## config.mk

```make
export PLATFORM = sky130hd
export DESIGN_NAME = mem_preload_seq
export DESIGN_NICKNAME = d
export VERILOG_FILES = /design/src/rtl/mem_preload_seq.sv
export SDC_FILE = /design/constraint.sdc
export NUM_CORES = 1
export LEC_CHECK = 0
export CAP_MARGIN = 15
export CORE_UTILIZATION = 36
export CTS_CLUSTER_SIZE = 28
export DETAILED_ROUTE_END_ITERATION = 8
export GPL_ROUTABILITY_DRIVEN = 0
export GPL_TIMING_DRIVEN = 1
export PLACE_DENSITY_LB_ADDON = 0.05
export SLEW_MARGIN = 20
export SYNTH_ARGS = -nofsm -noshare
export SYNTH_HDL_FRONTEND = slang
export SYNTH_SLANG_ARGS = --single-unit
```

## constraint.sdc

```tcl
create_clock -name clk -period 1.68 [get_ports clk]
set_input_delay 0.336 -clock clk [delete_from_list [all_inputs] [get_ports clk]]
set_output_delay 0.336 -clock clk [all_outputs]
set_load 0.005 [all_outputs]
```

## src/rtl/mem_preload_seq.sv

```systemverilog
// Preload/run/drain sequencer: streams words into an accelerator RAM, releases
// the accelerator from reset, waits for completion and streams the results out.
module mem_preload_seq #(
    parameter int ADDR_WIDTH   = 5,
    parameter int DATA_WIDTH   = 32,
    parameter int LOAD_WORDS   = 12,
    parameter int RESULT_BASE  = 12,
    parameter int RESULT_WORDS = 3,
    parameter int RUN_TIMEOUT  = 100
) (
    input  logic                  clk,
    input  logic                  rst,
    input  logic                  start,
    input  logic                  in_valid,
    output logic                  in_ready,
    input  logic [DATA_WIDTH-1:0] in_data,
    output logic                  dbg_wr_en,
    output logic [ADDR_WIDTH-1:0] dbg_wr_addr,
    output logic [DATA_WIDTH-1:0] dbg_wr_data,
    output logic [ADDR_WIDTH-1:0] dbg_addr,
    input  logic [DATA_WIDTH-1:0] dbg_data,
    output logic                  dut_rst,
    input  logic                  dut_valid,
    output logic                  out_valid,
    input  logic                  out_ready,
    output logic [DATA_WIDTH-1:0] out_data,
    output logic [ADDR_WIDTH-1:0] out_addr,
    output logic                  busy,
    output logic                  done,
    output logic                  timeout,
    output logic [2:0]            fsm_state
);
    // Handshakes: a word moves on any rising edge where valid and ready are
    // both 1; valid-side payload is held stable until that edge.
    localparam int LCW = $clog2(LOAD_WORDS + 1);
    localparam int RCW = $clog2(RUN_TIMEOUT + 1);
    localparam int DCW = $clog2(RESULT_WORDS + 1);

    typedef enum logic [2:0] {
        S_IDLE, S_LOAD, S_RUN, S_SETTLE, S_DRAIN, S_DONE
    } state_t;

    state_t         state;
    logic [LCW-1:0] load_cnt;
    logic [RCW-1:0] run_cnt;
    logic           settle_cnt;
    logic [DCW-1:0] rd_cnt;

    assign fsm_state = state;
    // Result payload comes straight from the combinational RAM read port.
    assign out_data  = out_valid ? dbg_data : '0;
    assign out_addr  = out_valid ? dbg_addr : '0;

    always_ff @(posedge clk) begin
        if (!rst) begin
            state       <= S_IDLE;
            in_ready    <= 1'b0;
            dbg_wr_en   <= 1'b0;
            dbg_wr_addr <= '0;
            dbg_wr_data <= '0;
            dbg_addr    <= '0;
            dut_rst     <= 1'b1;
            out_valid   <= 1'b0;
            busy        <= 1'b0;
            done        <= 1'b0;
            timeout     <= 1'b0;
            load_cnt    <= '0;
            run_cnt     <= '0;
            settle_cnt  <= 1'b0;
            rd_cnt      <= '0;
        end else begin
            dbg_wr_en <= 1'b0;
            case (state)
                S_IDLE, S_DONE: begin
                    if (start) begin
                        state      <= S_LOAD;
                        in_ready   <= 1'b1;
                        busy       <= 1'b1;
                        done       <= 1'b0;
                        timeout    <= 1'b0;
                        load_cnt   <= '0;
                        run_cnt    <= '0;
                        settle_cnt <= 1'b0;
                        rd_cnt     <= '0;
                        dbg_addr   <= '0;
                    end
                end
                S_LOAD: begin
                    if (in_valid && in_ready) begin
                        dbg_wr_en   <= 1'b1;
                        dbg_wr_addr <= ADDR_WIDTH'(load_cnt);
                        dbg_wr_data <= in_data;
                        load_cnt    <= load_cnt + LCW'(1);
                        if (load_cnt == LCW'(LOAD_WORDS - 1)) begin
                            state    <= S_RUN;
                            in_ready <= 1'b0;
                            dut_rst  <= 1'b0;
                            run_cnt  <= '0;
                        end
                    end
                end
                S_RUN: begin
                    // Completion on the last counted cycle still wins over timeout.
                    if (dut_valid) begin
                        state      <= S_SETTLE;
                        settle_cnt <= 1'b0;
                    end else if (run_cnt == RCW'(RUN_TIMEOUT - 1)) begin
                        state   <= S_DONE;
                        timeout <= 1'b1;
                        done    <= 1'b1;
                        busy    <= 1'b0;
                        dut_rst <= 1'b1;
                    end else begin
                        run_cnt <= run_cnt + RCW'(1);
                    end
                end
                S_SETTLE: begin
                    // Two idle cycles let the RAM's delayed write port land.
                    if (settle_cnt) begin
                        state     <= S_DRAIN;
                        out_valid <= 1'b1;
                        rd_cnt    <= '0;
                        dbg_addr  <= ADDR_WIDTH'(RESULT_BASE);
                    end else begin
                        settle_cnt <= 1'b1;
                    end
                end
                S_DRAIN: begin
                    if (out_ready) begin
                        if (rd_cnt == DCW'(RESULT_WORDS - 1)) begin
                            state     <= S_DONE;
                            out_valid <= 1'b0;
                            done      <= 1'b1;
                            busy      <= 1'b0;
                            dut_rst   <= 1'b1;
                        end else begin
                            rd_cnt   <= rd_cnt + DCW'(1);
                            dbg_addr <= dbg_addr + ADDR_WIDTH'(1);
                        end
                    end
                end
                default: state <= S_IDLE;
            endcase
        end
    end
endmodule

```

==> reports/results.ini, run 1 <==
[clocking]
tritoncts = done
clk_pin_slew_ns = 0.08
root_buffer = clkbuf_8
clk_latency_ns = 0.34
h-tree-depth = 3
clockBufferDepth = 2
numCtsBuffers = 9
cts_sinks = 65

[finish]
n_antenna_cell = 0
nFillCells = 729
multiInputGateArea_um2 = 1790
final_cells = 699
final_common_cell = clkdlybuf4s50_1
seqCellArea_um2 = 1320
fin_nets = 663
layout_common_cells = clkdlybuf4s50_1, nand2_1, dfxtp_1
syn_to_final_growth_pct = 73.0
final_layout_size_suffix_gt1_share_pct = 17.7
final_util_pct = 65.5

[grt]
grt_usage_pct = 22.2
grt_pass1_vias = 3285
grt_max_degree = 39
overflow = 0
grt_pass1_wl_um = 15600
antenna_found_initial = 0

[logic_synthesis]
synth-compound-area-share_pct = 19.2
ys.flop_type = dfxtp_1
synth_area_leader_cell = dfxtp_1
synthSimpleGateAreaFrac_pct = 31.4
ys_warn_count = 0
synth_top_family_by_area = simple AND/OR/NAND/NOR gates
synth_top_area_share_pct = 41.2
synth_fa_ha_area_share_pct = 1.59
synth.avg_cell_area_um2 = 7.81
async_flop_share_pct = 0
netlist_instances = 404
synth_fp_nets = 478
synth_xor_area_share_pct = 0.833
synthMuxAreaShare_pct = 0.634
ys_ff_latch = 65
synth_enable_flop_cells = 0
yosysSeqAreaShare_pct = 41.2
synth_area_leaders = dfxtp_1, nand2_1, a21oi_1
netlist_area_um2 = 3160
synth.distinct_cells = 57

[timing]
finClkSkew_ns = 0.0120
hold_violations = 0
rsz0062_at_grt = true
setup-violations-final = 0
worst_slack_ns = 0.0387
finalMaxSlewViolations = 0
fin_crit_sh_pct = 97.7
max_freq_ghz = 0.609
min_period_ns = 1.64

[power]
leakage_nw = 2.21
power_mw = 4.74
ir_drop_uv = 759
power.density_nw_per_um2 = 869

[detailed_routing]
wire_per_inst_um = 15.0
route.detailed.drc = 0
first_pass_iters = 5
avgViaCountPerCell = 5.09
final_antenna_net_count = 0
totalWireLength_um = 10500
vias = 3555
drt_iter0_drc = 139

[floorplan]
die_x_um = 95.6
dieArea_um2 = 9140
ios = 159
rows = 33
start_util_pct = 37.8
coreArea_um2 = 8340
die-height_um = 95.6

[placed_design]
portBuffers = 157
pre_cts_ws_ns = -0.259
dp_cells = 677
hpwl_um = 7670

[worst_setup_path]
critPathRequiredTime_ns = 1.95
crit_path_end_kind = flop
cp_slowest_cell = or3b_4
cpMostUsedCell = or3b_4
critPathLaunchType = flop
reg2reg_depth = 5
crit_arrival_ns = 1.91
cp_num_cells = 5
critical_path_class = flop to flop
crit_chain = buf_4, or3b_4, or3b_4, a21oi_2, o2bb2ai_2
worst-path-buf-inv = 1
max_stage_delay_ns = 0.42
cp_top_family = simple AND/OR/NAND/NOR gates
worstPathMaxFanout = 9

[job]
cap_violations = 0

[hold_path]
hold_path.class = flop to flop
whs_path_depth = 2

[outcome]
outcome = completed

## cells in the mapped netlist (all sizes together), types with 2 or more instances
master   instances
dfxtp           65
clkbuf          20
a311oi           3
o31ai            2
o22ai            3
nor2b            6
or3              3
and3b            3
xor2             2
ha               4
and3             6
o21a             2
nor3             3
inv              6
o221a            5
a211o            2
nand4            2
and2            41
a31oi            2
o21ai           10
o2bb2ai          2
or3b             3
nand2           98
a32oi            3
a21oi           50
nand2b           2
nand3           10
nor2            13
mux2i            2
buf             10
nor3b            3
## per-stage QoR
stage / area (um^2) / setup TNS (ns) / hold slack [ns]
finish: 5460 / 0 / 0.450
global route: 5460 / -0.0282 / 0.473
CTS: 5370 / -0.0562 / 0.456
detailed placement: 5080 / -7.38 / 0.445
global placement: 5080 / -6.50 / 0.439
floorplan: 3160 / 0 / 0.442
## worst paths after layout
| kind | from | end | slack (ns) |
|---|---|---|---|
| max | fsm_state[1] | dbg_addr[2] | 0.04 |
| min | busy | busy | 0.45 |
| max reg2reg | fsm_state[1] | dbg_addr[2] | 0.04 |
| min reg2reg | busy | busy | 0.45 |
## flip-flops by register name (all words and copies together), names as in the netlist
name / count
dbg_wr_data: 32
run_cnt: 7
dbg_addr: 5
dbg_wr_addr: 4
load_cnt: 4
fsm_state: 3
rd_cnt: 2
busy: 1
dbg_wr_en: 1
done: 1
dut_rst: 1
in_ready: 1
out_valid: 1
settle_cnt: 1
timeout: 1
## timing repair
item,CTS,global route
pin swaps,0,9
cloned,2,0
setup buffers,3,1
endpoints found under the setup margin,47,25
hold buffers,0,0
resized for setup,79,31
## power breakdown
group	leakage (nW)	switching [mW]	internal (mW)	total, mW
logic	1.56	0.662	0.741	1.40
clock network	0.117	0.636	0.995	1.63
registers	0.530	0.0673	1.64	1.71
## metal layers
metal	part of all wire, %	track usage (%)
met1	38	23.7
met2	51	41.7
met3	9.4	6.62
met4	1.1	6.84
met5	0	0
## logic make-up (layout without fill, tap and decap cells)
| kind of cell | count (synthesis) | in the layout |
|---|---|---|
| buf+inv | 36 | 226 |
| xor+xnor | 3 | 3 |
| other cells | 1 | 1 |
| mux | 2 | 2 |
| flops | 65 | 65 |
| fa+ha+maj | 4 | 4 |
| compound gates | 95 | 95 |
| simple gates | 198 | 198 |
## worst min-delay path, delay by kind of cell, from the launching register on
family / cells / cell delay [ns]
flip-flops: 1 / 0.31
buffers and inverters: 1 / 0.05
AO/OA/AOI/OAI: 1 / 0.05
## layout make-up
type / count / share of cell area, %
flip-flops and latches: 65 / 24.1
inverters: 6 / 0.413
well taps: 105 / 2.41
repair buffers: 204 / 35.8
multi-input cells: 303 / 32.8
clock inverters: 6 / 2.11
clock buffers: 10 / 2.34
No activity file was read; power rests on OpenSTA's default activity.
==> run 2: changes to the inputs <==
Settings changed: ABC_AREA from default to 0.
==> results of run 2 <==
Same layout as run 1: the final DEF is identical, and so are final timing and power.
==> run 3: changes to the inputs <==
Settings changed: MAX_ROUTING_LAYER from default to met4, SLEW_MARGIN 20 to default, TNS_END_PERCENT from default to 50.
==> run 3 against run 2 <==
Effect of this change:
- non-clock buffer count shrank 1
- largest cell class unchanged
- sequential share of layout area increased by 0.12 points
- register-to-register slack barely moved
- wire length decreased by 0.33%
- design area fell by 0.57%
- sequential power hardly changed
- critical path depth unchanged
- final cell count stayed put
- flip-flop and latch count unchanged
- power is 0.13% lower
==> reports/results.ini, run 3 (synthesized netlist as in run 1, its figures left out) <==
[clocking]
tritoncts = done
h-tree-depth = 3
hold_buffers = 0
root_buffer = clkbuf_8
clk_latency_ns = 0.34
numCtsBuffers = 9
clk_pin_slew_ns = 0.08
clockBufferDepth = 2
cts_sinks = 65

[floorplan]
rows = 33
dieArea_um2 = 9140
die_x_um = 95.6
start_util_pct = 37.8
die-height_um = 95.6
ios = 159
coreArea_um2 = 8340

[finish]
nFillCells = 731
fin_nets = 663
final_cells = 699
regMostFlops = dbg_wr_data
syn_to_final_growth_pct = 72.0
reg_top3 = dbg_wr_data (32), run_cnt (7), dbg_addr (5)
final_util_pct = 65.1
final_layout_size_suffix_gt1_share_pct = 16.8
largest_register_ffs = 32
final_common_cell = clkdlybuf4s50_1
stdcell_area_um2 = 5430
layout_common_cells = clkdlybuf4s50_1, nand2_1, dfxtp_1
n_antenna_cell = 0

[timing]
finalMaxSlewViolations = 0
max_freq_ghz = 0.609
fin_crit_sh_pct = 97.7
min_period_ns = 1.64
setup_tns_ns = 0
setup-violations-final = 0
timing.hold.ws_ns = 0.449
worst_slack_ns = 0.0380
finClkSkew_ns = 0.0128
rsz0062_at_grt = true
hold_violations = 0

[power]
power_mw = 4.74
power.density_nw_per_um2 = 873
ir_drop_uv = 757
leakage_nw = 2.20

[worst_setup_path]
critical_path_class = flop to flop
critPathRequiredTime_ns = 1.95
crit_path_end_kind = flop
crit_chain = buf_4, or3b_4, or3b_4, a21oi_2, o2bb2ai_2
cp_slowest_cell = or3b_4
worstPathMaxFanout = 9
cpMostUsedCell = or3b_4
max_stage_delay_ns = 0.42
critPathLaunchType = flop
crit_arrival_ns = 1.91

[hold_path]
hold_path.class = flop to flop

[placed_design]
hpwl_um = 7670
dp_cells = 677
place_area_um2 = 5080
pre_cts_ws_ns = -0.259
portBuffers = 157

[outcome]
outcome = completed

[grt]
overflow = 0
grt_max_degree = 39
grt_usage_pct = 22.9
antenna_found_initial = 0
grt_pass1_wl_um = 15600
grt_pass1_vias = 3292

[job]
cap_violations = 0

[detailed_routing]
route.detailed.drc = 0
drt_iter0_drc = 158
first_pass_iters = 4
avgViaCountPerCell = 5.09
final_antenna_net_count = 0
wire_per_inst_um = 14.9
totalWireLength_um = 10400
vias = 3555

-- run 3: changes by cell type in the layout (fill, tap and decap cells not counted), sizes merged --
| cell | before | now |
|---|---|---|
| clkdlybuf4s15 | 6 | 3 |
| buf | 53 | 52 |
| dlygate4sd2 | 24 | 28 |
| a211o | 2 | 3 |
| clkbuf | 13 | 12 |
-- run 3: what timing repair did --
item | 4_1_cts | 5_1_grt
cloned | 2 | 1
pin swaps | 0 | 5
endpoints found under the hold margin | 0 | 0
endpoints found under the setup margin | 47 | 23
resized for setup | 70 | 27
setup buffers | 2 | 1
-- run 3: final cells by class --
| class | instances | area [um^2] | area share [%] |
|---|---|---|---|
| clock buffers | 10 | 128 | 2.35 |
| clock inverters | 6 | 115 | 2.12 |
| inverters | 6 | 22.5 | 0.415 |
| multi-input cells | 304 | 1780 | 32.7 |
| flip-flops and latches | 65 | 1320 | 24.2 |
| well taps | 105 | 131 | 2.42 |
| repair buffers | 203 | 1940 | 35.8 |
-- run 3: worst paths after layout --
check | startpoint | endpoint | slack (ns) | depth (start not counted)
setup / recovery | fsm_state[1] | dbg_addr[2] | 0.04 | 5
hold reg to reg | busy | busy | 0.45 | 2
setup reg to reg | fsm_state[1] | dbg_addr[2] | 0.04 | 5
hold / removal | busy | busy | 0.45 | 2
-- run 3: worst max-delay path: cells and delay by family (launching register included) --
kind / cells / cell delay, ns
simple gates: 2 / 0.82
flops: 1 / 0.33
compound gates: 2 / 0.27
buf+inv: 1 / 0.16
-- run 3: routing by layer --
layer | global-route usage (%) | vias up | part of all wire, %
met5 | - | - | 0
met4 | 6.84 | 0 | 1.0
met3 | 5.34 | 11 | 8.1
met2 | 41.6 | 141 | 52
met1 | 24.6 | 1644 | 39
li1 | - | 1759 | -
-- run 3: where the power goes --
group / switching, mW / internal [mW] / leakage (nW) / total (mW)
Clock: 0.631 / 0.994 / 0.117 / 1.62
Combinational: 0.662 / 0.742 / 1.55 / 1.40
Sequential: 0.0673 / 1.64 / 0.529 / 1.71
Total: 1.36 / 3.38 / 2.20 / 4.74
